**src/rtl/video_pkg.sv**
```systemverilog
// Shared definitions for the OSD overlay path: counter width, RGB565 colours, measurement states.
// Latency: none (package only).
// Backpressure: none (package only).
package video_pkg;

    localparam int CNT_W = 12;
    localparam logic [CNT_W-1:0] CNT_MAX = '1;

    localparam logic [15:0] RGB565_RED   = 16'hF800;
    localparam logic [15:0] RGB565_GREEN = 16'h07E0;
    localparam logic [15:0] RGB565_BLUE  = 16'h001F;

    typedef enum logic {
        ST_IDLE  = 1'b0,
        ST_ARMED = 1'b1
    } meas_state_e;

    // Increment that sticks at the counter ceiling instead of wrapping.
    function automatic logic [CNT_W-1:0] sat_inc(input logic [CNT_W-1:0] v);
        return (v == CNT_MAX) ? v : v + CNT_W'(1);
    endfunction

endpackage

```
**src/rtl/video_pos_counter.sv**
```systemverilog
// Recovers pixel x/y from de/vs and produces line-end / frame-start strobes.
// Latency: x/y/de_q/vs_q describe the pixel held one register stage behind the inputs.
// Backpressure: none; consumes one input beat every clock.
//
// Ports:
//   clk, rst          pixel clock, synchronous active-high reset
//   de, vs            raw data-valid and vertical sync from the timing stage
//   de_q, vs_q        de/vs registered once (stage 1)
//   x, y              column / line of the stage-1 pixel (saturating at 4095)
//   line_end          combinational: de falling (stage-1 pixel was last of its line)
//   frame_start       combinational: vs moving to its asserted level
module video_pos_counter
    import video_pkg::*;
#(
    parameter logic VS_ACTIVE = 1'b0
) (
    input  logic             clk,
    input  logic             rst,
    input  logic             de,
    input  logic             vs,
    output logic             de_q,
    output logic             vs_q,
    output logic [CNT_W-1:0] x,
    output logic [CNT_W-1:0] y,
    output logic             line_end,
    output logic             frame_start
);

    assign line_end    = de_q & ~de;
    assign frame_start = (vs == VS_ACTIVE) && (vs_q != VS_ACTIVE);

    always_ff @(posedge clk) begin
        if (rst) begin
            de_q <= 1'b0;
            vs_q <= ~VS_ACTIVE;
            x    <= '0;
            y    <= '0;
        end else begin
            de_q <= de;
            vs_q <= vs;
            // Frame start wins: even if a line ends on the same cycle, the
            // next frame begins at line 0 (the top consumes the old y first).
            if (frame_start) begin
                x <= '0;
                y <= '0;
            end else if (line_end) begin
                x <= '0;
                y <= sat_inc(y);
            end else if (de) begin
                x <= de_q ? sat_inc(x) : '0;
            end
        end
    end

endmodule

```
**src/rtl/video_osd_overlay.sv**
```systemverilog
// Draws a fixed OSD border over an RGB565 stream and checks per-frame active geometry.
// Latency: fixed 2 cycles for hs/vs/de/data, no bubbles.
// Backpressure: none; the pixel stream is never stalled.
//
// Ports:
//   video_clk, rst            pixel clock, synchronous active-high reset
//   osd_en                    draw border when 1, pass pixels through when 0
//   err_clr                   single-cycle pulse clearing frame_err (a new set wins)
//   in_hs/in_vs/in_de/in_data timing-stage sync, valid and pixel
//   out_hs/out_vs/out_de/out_data  same, delayed 2 cycles, border colour inserted
//   meas_width                de-high count of last completed line
//   meas_height               line count of last completed frame
//   frame_err                 sticky geometry-mismatch flag
module video_osd_overlay
    import video_pkg::*;
#(
    parameter int                    DATA_WIDTH = 16,
    parameter int                    H_ACTIVE   = 480,
    parameter int                    V_ACTIVE   = 272,
    parameter logic                  VS_ACTIVE  = 1'b0,
    parameter int                    BOX_X0     = 16,
    parameter int                    BOX_Y0     = 16,
    parameter int                    BOX_W      = 128,
    parameter int                    BOX_H      = 96,
    parameter int                    BORDER_T   = 2,
    parameter logic [DATA_WIDTH-1:0] BOX_COLOR  = DATA_WIDTH'(RGB565_RED)
) (
    input  logic                  video_clk,
    input  logic                  rst,
    input  logic                  osd_en,
    input  logic                  err_clr,
    input  logic                  in_hs,
    input  logic                  in_vs,
    input  logic                  in_de,
    input  logic [DATA_WIDTH-1:0] in_data,
    output logic                  out_hs,
    output logic                  out_vs,
    output logic                  out_de,
    output logic [DATA_WIDTH-1:0] out_data,
    output logic [CNT_W-1:0]      meas_width,
    output logic [CNT_W-1:0]      meas_height,
    output logic                  frame_err
);

    localparam logic [CNT_W-1:0] H_EXP = CNT_W'(H_ACTIVE);
    localparam logic [CNT_W-1:0] V_EXP = CNT_W'(V_ACTIVE);
    localparam logic [CNT_W-1:0] BX0   = CNT_W'(BOX_X0);
    localparam logic [CNT_W-1:0] BX1   = CNT_W'(BOX_X0 + BOX_W - 1);
    localparam logic [CNT_W-1:0] BY0   = CNT_W'(BOX_Y0);
    localparam logic [CNT_W-1:0] BY1   = CNT_W'(BOX_Y0 + BOX_H - 1);
    localparam logic [CNT_W-1:0] BT    = CNT_W'(BORDER_T);

    // ---------------- stage 1 ----------------
    logic                  hs_q;
    logic [DATA_WIDTH-1:0] data_q;
    logic                  de_q;
    logic                  vs_q;
    logic [CNT_W-1:0]      x;
    logic [CNT_W-1:0]      y;
    logic                  line_end;
    logic                  frame_start;

    video_pos_counter #(
        .VS_ACTIVE (VS_ACTIVE)
    ) u_pos (
        .clk         (video_clk),
        .rst         (rst),
        .de          (in_de),
        .vs          (in_vs),
        .de_q        (de_q),
        .vs_q        (vs_q),
        .x           (x),
        .y           (y),
        .line_end    (line_end),
        .frame_start (frame_start)
    );

    always_ff @(posedge video_clk) begin
        if (rst) begin
            hs_q   <= ~VS_ACTIVE;
            data_q <= '0;
        end else begin
            hs_q   <= in_hs;
            data_q <= in_data;
        end
    end

    // ---------------- border compare ----------------
    // Distances to the box edges are only meaningful once x/y are inside the
    // box, so the subtractions never need to go negative.
    logic in_box;
    logic near_edge;
    logic on_border;

    always_comb begin
        in_box    = (x >= BX0) && (x <= BX1) && (y >= BY0) && (y <= BY1);
        near_edge = ((x - BX0) < BT) || ((BX1 - x) < BT) ||
                    ((y - BY0) < BT) || ((BY1 - y) < BT);
        on_border = in_box && near_edge;
    end

    // ---------------- stage 2 ----------------
    always_ff @(posedge video_clk) begin
        if (rst) begin
            out_hs   <= ~VS_ACTIVE;
            out_vs   <= ~VS_ACTIVE;
            out_de   <= 1'b0;
            out_data <= '0;
        end else begin
            out_hs   <= hs_q;
            out_vs   <= vs_q;
            out_de   <= de_q;
            if (!de_q)
                out_data <= '0;
            else if (osd_en && on_border)
                out_data <= BOX_COLOR;
            else
                out_data <= data_q;
        end
    end

    // ---------------- frame measurement ----------------
    meas_state_e      state, state_nxt;
    logic             line_bad, line_bad_nxt;
    logic [CNT_W-1:0] height_nxt;
    logic             err_set;
    logic [CNT_W-1:0] width_now;
    logic             width_bad;
    logic [CNT_W-1:0] height_now;

    // A line ending on the same cycle as the frame edge is folded into the
    // frame it belongs to before the frame is judged.
    assign width_now  = sat_inc(x);
    assign width_bad  = line_end && (width_now != H_EXP);
    assign height_now = line_end ? sat_inc(y) : y;

    always_comb begin
        state_nxt    = state;
        line_bad_nxt = line_bad;
        height_nxt   = meas_height;
        err_set      = 1'b0;
        case (state)
            ST_IDLE: begin
                // First frame after reset is partial; start measuring from here.
                if (frame_start) begin
                    state_nxt    = ST_ARMED;
                    line_bad_nxt = 1'b0;
                end
            end
            ST_ARMED: begin
                if (width_bad)
                    line_bad_nxt = 1'b1;
                if (frame_start) begin
                    height_nxt   = height_now;
                    err_set      = (height_now != V_EXP) || line_bad || width_bad;
                    line_bad_nxt = 1'b0;
                end
            end
            default: state_nxt = ST_IDLE;
        endcase
    end

    always_ff @(posedge video_clk) begin
        if (rst) begin
            state       <= ST_IDLE;
            line_bad    <= 1'b0;
            meas_width  <= '0;
            meas_height <= '0;
            frame_err   <= 1'b0;
        end else begin
            state       <= state_nxt;
            line_bad    <= line_bad_nxt;
            meas_height <= height_nxt;
            if (line_end)
                meas_width <= width_now;
            if (err_set)
                frame_err <= 1'b1;
            else if (err_clr)
                frame_err <= 1'b0;
        end
    end

endmodule

```
**config.mk**
```make
export PLATFORM = sky130hd
export DESIGN_NAME = video_osd_overlay
export DESIGN_NICKNAME = d
export VERILOG_FILES = /design/src/rtl/video_pkg.sv /design/src/rtl/video_pos_counter.sv /design/src/rtl/video_osd_overlay.sv
export SDC_FILE = /design/constraint.sdc
export NUM_CORES = 1
export LEC_CHECK = 0
export CORE_UTILIZATION = 40
export CTS_BUF_LIST = sky130_fd_sc_hd__clkbuf_8
export CTS_CLUSTER_DIAMETER = 100
export DETAILED_ROUTE_END_ITERATION = 12
export DONT_BUFFER_PORTS = 1
export GPL_TIMING_DRIVEN = 0
export PLACE_DENSITY = 0.57
export SYNTH_ARGS = -nofsm -noshare
export SYNTH_HDL_FRONTEND = slang
export SYNTH_HIERARCHICAL = 1
export SYNTH_SLANG_ARGS = --single-unit
```
**constraint.sdc**
```tcl
create_clock -name video_clk -period 3.8 [get_ports video_clk]
set_clock_uncertainty 0.15 [all_clocks]
set_input_delay 0.76 -clock video_clk [delete_from_list [all_inputs] [get_ports video_clk]]
set_output_delay 0.76 -clock video_clk [all_outputs]
set_load 0.02 [all_outputs]
```
==> flow_summary.yaml, run 1 <==
finish:
  layout_common_cells: "89 x dfxtp_1, 37 x nor2_1, 31 x a21oi_1"
  nets: 515
  syn2layout_area_growth_pct: 8.94
  register_area_um2: 1780
  fillers: 996
  final_common_cell: "dfxtp_1"
  final_core_util_pct: 45.8
  num_antenna_cells: 0
  drive_gt1_share_pct: 9.57
  multiInputGateArea_um2: 2230
drt:
  wirelength_mm: 10.1
  wl_met3_um: 486
  wl_met1_mm: 4.77
  wl_per_cell_um: 16.2
  firstDrtPassIters: 5
  detail-route-antenna-nets: 0
  viasPerCell: 5.65
  top_layer: "met4"
  initialDrtViolationCount: 133
  drc: 0
  wl_met2_mm: 4.68
  vias: 3526
yosys:
  synth-main-ff-cell: "dfxtp_1"
  synth_edf_count: 0
  yosysWarnings: 6
  ys_seq_area_share_pct: 42.6
  synth_area_um2: 4180
  syn_nets: 504
  synth_seq_cells: 89
  syn_avg_cell_area_um2: 8.81
  synth_cells: 475
  synth_async_sr_flop_share_pct: 0
  synth_cell_type_count: 59
critical_path:
  worst-path-buf-inv: 3
  worstPathRequired_ns: 3.86
  crit_fanout: 10
  worstReg2RegStart: "u_pos/de_q"
  max_stage_delay_ns: 0.38
  crit_family: "simple AND/OR/NAND/NOR gates"
  worst-path-stages: 10
  cpMostUsedCell: "buf_2"
  r2r_slack_ns: 1.01
  slowest_stage: "nor4b_1"
  r2r_cells: 10
  critical_path.endpoint_type: "register"
  crit_chain: "buf_2 > nand2b_4 > inv_2 > buf_2 > nand2_1 > nor4b_1 > xnor2_1 > a2111o_1 > nor4_1 > a221oi_1"
  cp-startpoint: "u_pos/de_q"
  crit_type: "register to register"
  cp_data_arrival_time_ns: 2.85
  crit_path_start_kind: "register"
sta:
  clock.fmax_ghz: 0.359
  setup_viol: 0
  drv_slew: 0
  period_needed_ns: 2.79
  relSlewSlack_pct: 57.2
  fin_setup_tns_ns: 0
  rsz0062_at_grt: "false"
  min_period_over_period_pct: 73.4
  hold_violations: 0
  worst_pin_slew_ns: 0.636
global_routing:
  grt-ovfl-total: 0
  grt_pass1_vias: 3300
  grt_max_degree: 18
  antenna_found_initial: 0
  grt_util_all_layers_pct: 18.9
  grt_first_pass_wirelength_mm: 16.5
floorplan:
  row_count: 36
  die_x_um: 104
  die_h_um: 104
  core_um2: 9950
  design.die.area_um2: 10900
  initial_utilization_pct: 42.0
  io_pins: 67
min_path:
  hold_path_startpoint: "hs_q"
  hold_path.class: "register to register"
  holdPathStages: 1
placement:
  hpwl_mm: 7.38
  place.gp.congestion: 0.881
  port_buffers: 0
clock_tree:
  clk_pin_slew_ns: 0.09
  post_cts_buffers: 0
  cts_inserted_buffers: 9
  cts_resized: 0
  cts_buffer_depth: 2
  postCtsHoldBufs: 0
  clkSinkCount: 89
  cts_tree: "built"
  cts-htree-levels: 3
  clk_latency_ns: 0.36
  root_buffer: "clkbuf_8"
outcome:
  status: "completed"
power:
  p_leak_uw: 0.00156
  power_per_cell_area_nw_per_um2: 381
  ir_drop_mv: 0.170
flow_run:
  cap_viol_max_count: 0
-- sequential cells by signal, indices dropped and copies added (netlist names), 12 cells and up --
name         cells
u_pos/y         12
u_pos/x         12
data_q          16
meas_width      12
out_data        16
meas_height     12
-- routing by layer --
metal / track usage [%] / vias to the layer above
li1: - / 1767
met1: 24.1 / 1670
met2: 30.3 / 77
met3: 4.32 / 12
met4: 8.27 / 0
met5: 0 / -
-- logic make-up (layout without fill, tap and decap cells) --
kind of cell	after synthesis	in the layout	synth area share (%)
compound gates	108	108	16.7
simple gates	213	213	29.2
mux	13	13	3.23
flops	89	89	42.6
fa+ha+maj	6	6	1.79
xor+xnor	11	11	2.30
buf+inv	35	51	4.13
-- where the power goes --
group | internal (uW) | leakage (uW) | switching (uW)
Clock | 317 | 0.000103 | 367
Combinational | 26.2 | 0.000729 | 46.0
Sequential | 955 | 0.000725 | 23.9
-- per-stage QoR --
stage / std cells / total power, uW / hold WS, ns / setup WS [ns] / cell area (um^2)
after CTS: 624 / 1750 / 0.273 / 1.03 / 4560
after global routing: 624 / 1810 / 0.283 / 0.847 / 4560
final: 624 / 1730 / 0.269 / 1.01 / 4560
after floorplan: 475 / 1050 / 0.239 / 1.15 / 4180
after global placement: 608 / 1070 / 0.245 / 0.811 / 4350
after detailed placement: 608 / 1070 / 0.252 / 0.776 / 4350
-- cell type report --
class | instances | share of cell area (%)
Inverter | 9 | 0.741
Sequential cell | 89 | 39.1
Multi-Input combinational cell | 351 | 48.9
Clock buffer | 9 | 2.72
Clock inverter | 7 | 1.84
Tap cell | 133 | 3.65
Buffer | 26 | 3.05
-- Yosys cell counts, types with 4 or more instances --
cell | number | share of area, %
a211oi_1 | 12 | 2.2
a21oi_1 | 31 | 3.7
a31oi_1 | 10 | 1.5
and2_1 | 19 | 2.8
and3_1 | 10 | 1.5
and4_1 | 6 | 1.3
buf_2 | 6 | 0.72
clkbuf_1 | 13 | 1.2
dfxtp_1 | 89 | 43
ha_1 | 6 | 1.8
inv_1 | 8 | 0.72
mux2i_1 | 12 | 2.9
nand2_1 | 28 | 2.5
nand2b_1 | 6 | 0.90
nand3_1 | 15 | 1.8
nand4_1 | 14 | 2.1
nand4_2 | 4 | 1.2
nor2_1 | 37 | 3.3
nor2b_1 | 22 | 3.3
nor3_1 | 14 | 1.7
nor4_1 | 8 | 1.2
o2111ai_1 | 4 | 0.84
o21a_1 | 6 | 1.1
o21ai_0 | 18 | 2.2
o31ai_1 | 6 | 1.1
or2_2 | 6 | 0.90
or3_1 | 5 | 0.75
or4_1 | 4 | 0.72
xor2_1 | 8 | 1.7
-- path summary, 6_finish.rpt --
check,endpoint
worst max-delay path,frame_err
worst min-delay path,out_hs
worst max register to register,frame_err
worst min register to register,out_hs
Power figures use the tool's default switching activity.
==> run 2, diff against run 1 <==
Settings changed: PLACE_DENSITY 0.57 to 0.59.
Clock period 3.8 ns to 2.3 ns, I/O delays scaled along.
==> flow_summary.yaml, run 2 (synthesis results as in run 1) <==
outcome:
  status: "completed"
clock_tree:
  clk_pin_slew_ns: 0.09
  cts_buffer_depth: 2
  cts_tree: "built"
  cts-htree-levels: 3
  clk_latency_ns: 0.36
  root_buffer: "clkbuf_8"
  clkSinkCount: 89
  cts_inserted_buffers: 9
critical_path:
  crit_chain: "and3_4 > buf_6 > nand4_4 > mux2_4 > a2111o_1 > nor4_2 > a221oi_2"
  worst-path-buf-inv: 1
  worst-path-stages: 7
  max_stage_delay_ns: 0.41
  crit_fanout: 7
  critical_path.endpoint_type: "register"
  cp_data_arrival_time_ns: 2.29
  r2r_cells: 7
  crit_path_start_kind: "register"
  slowest_stage: "dfxtp_4"
  crit_family: "simple AND/OR/NAND/NOR gates"
  crit_type: "register to register"
  r2r_slack_ns: 0.08
  worstPathRequired_ns: 2.37
sta:
  min_period_over_period_pct: 96.4
  hold_slack_ns: 0.0533
  hold_violations: 0
  setup_viol: 0
  relSlewSlack_pct: 59.4
  worst_pin_slew_ns: 0.602
  period_needed_ns: 2.22
  drv_slew: 0
  fin_ws_ns: 0.0818
  clock.fmax_ghz: 0.451
drt:
  top_layer: "met4"
  wirelength_mm: 10.5
  wl_met3_um: 577
  initialDrtViolationCount: 156
  wl_met1_mm: 4.84
  wl_met2_mm: 4.96
  wl_per_cell_um: 16.2
  vias: 3625
  firstDrtPassIters: 4
  drc: 0
  viasPerCell: 5.59
  detail-route-antenna-nets: 0
finish:
  layout_common_cells: "69 x dfxtp_1, 37 x nor2_1, 31 x a21oi_1"
  final_core_util_pct: 49.8
  final_common_cell: "dfxtp_1"
  nets: 539
  fillers: 938
  num_antenna_cells: 0
  drive_gt1_share_pct: 21.9
  top_regs: "data_q (16), out_data (16)"
  syn2layout_area_growth_pct: 18.5
power:
  power_per_cell_area_nw_per_um2: 557
  ir_drop_mv: 0.272
  p_leak_uw: 0.00172
placement:
  pre_cts_ws_ns: -0.361
  place.gp.congestion: 0.871
  port_buffers: 0
  hpwl_mm: 7.35
global_routing:
  grt_max_degree: 18
  grt-ovfl-total: 0
  antenna_found_initial: 0
  grt_util_all_layers_pct: 19.4
  grt_pass1_vias: 3386
  grt_first_pass_wirelength_mm: 17.1
floorplan:
  initial_utilization_pct: 42.0
  die_h_um: 104
  row_count: 36
  design.die.area_um2: 10900
  core_um2: 9950
  die_x_um: 104
  io_pins: 67
flow_run:
  cap_viol_max_count: 0
min_path:
  holdPathStages: 1
  hold_path.class: "input port to register"
## run 2: worst paths after layout
check	startpoint	end
worst max-delay path	u_pos/y[4]	frame_err
worst max register to register	u_pos/y[4]	frame_err
worst min-delay path	in_hs	hs_q
worst min register to register	hs_q	out_hs
## run 2: per-stage QoR
step	TNS, ns	power [uW]	cell area [um^2]	instances
detailed placement	-2.06	1770	4360	608
floorplan	0	1740	4190	475
global placement	-1.44	1770	4360	608
finish	0	2760	4960	648
CTS	0	2790	4670	628
global route	-0.0155	2870	4960	648
## run 2: what timing repair did
action                                  4_1_cts  5_1_grt
hold buffers                                  1        0
endpoints found under the hold margin         1        0
endpoints found under the setup margin       22       18
pin swaps                                     3        9
resized for setup                            35       38
buffers inserted                              3       24
## run 2: metal layers
layer / GRT usage, % / up-vias
li1: - / 1814
met1: 25.8 / 1715
met2: 30.6 / 87
met3: 3.88 / 9
met4: 8.06 / 0
met5: 0 / -
## run 2: area by class of cell
class                   instances  area, um^2  area share, %
inverters                       9        38.8          0.782
repair buffers                 28         208           4.19
well taps                     133         166           3.36
multi-input cells             351        2400           48.4
clock inverters                 7        60.1           1.21
clock buffers                   9         124           2.50
plain buffers                  22         136           2.75
flip-flops and latches         89        1830           36.8
## run 2: power by group
group / switching [uW] / internal (uW)
sequential: 39.5 / 1570
combinational: 82.0 / 56.2
clock: 603 / 413
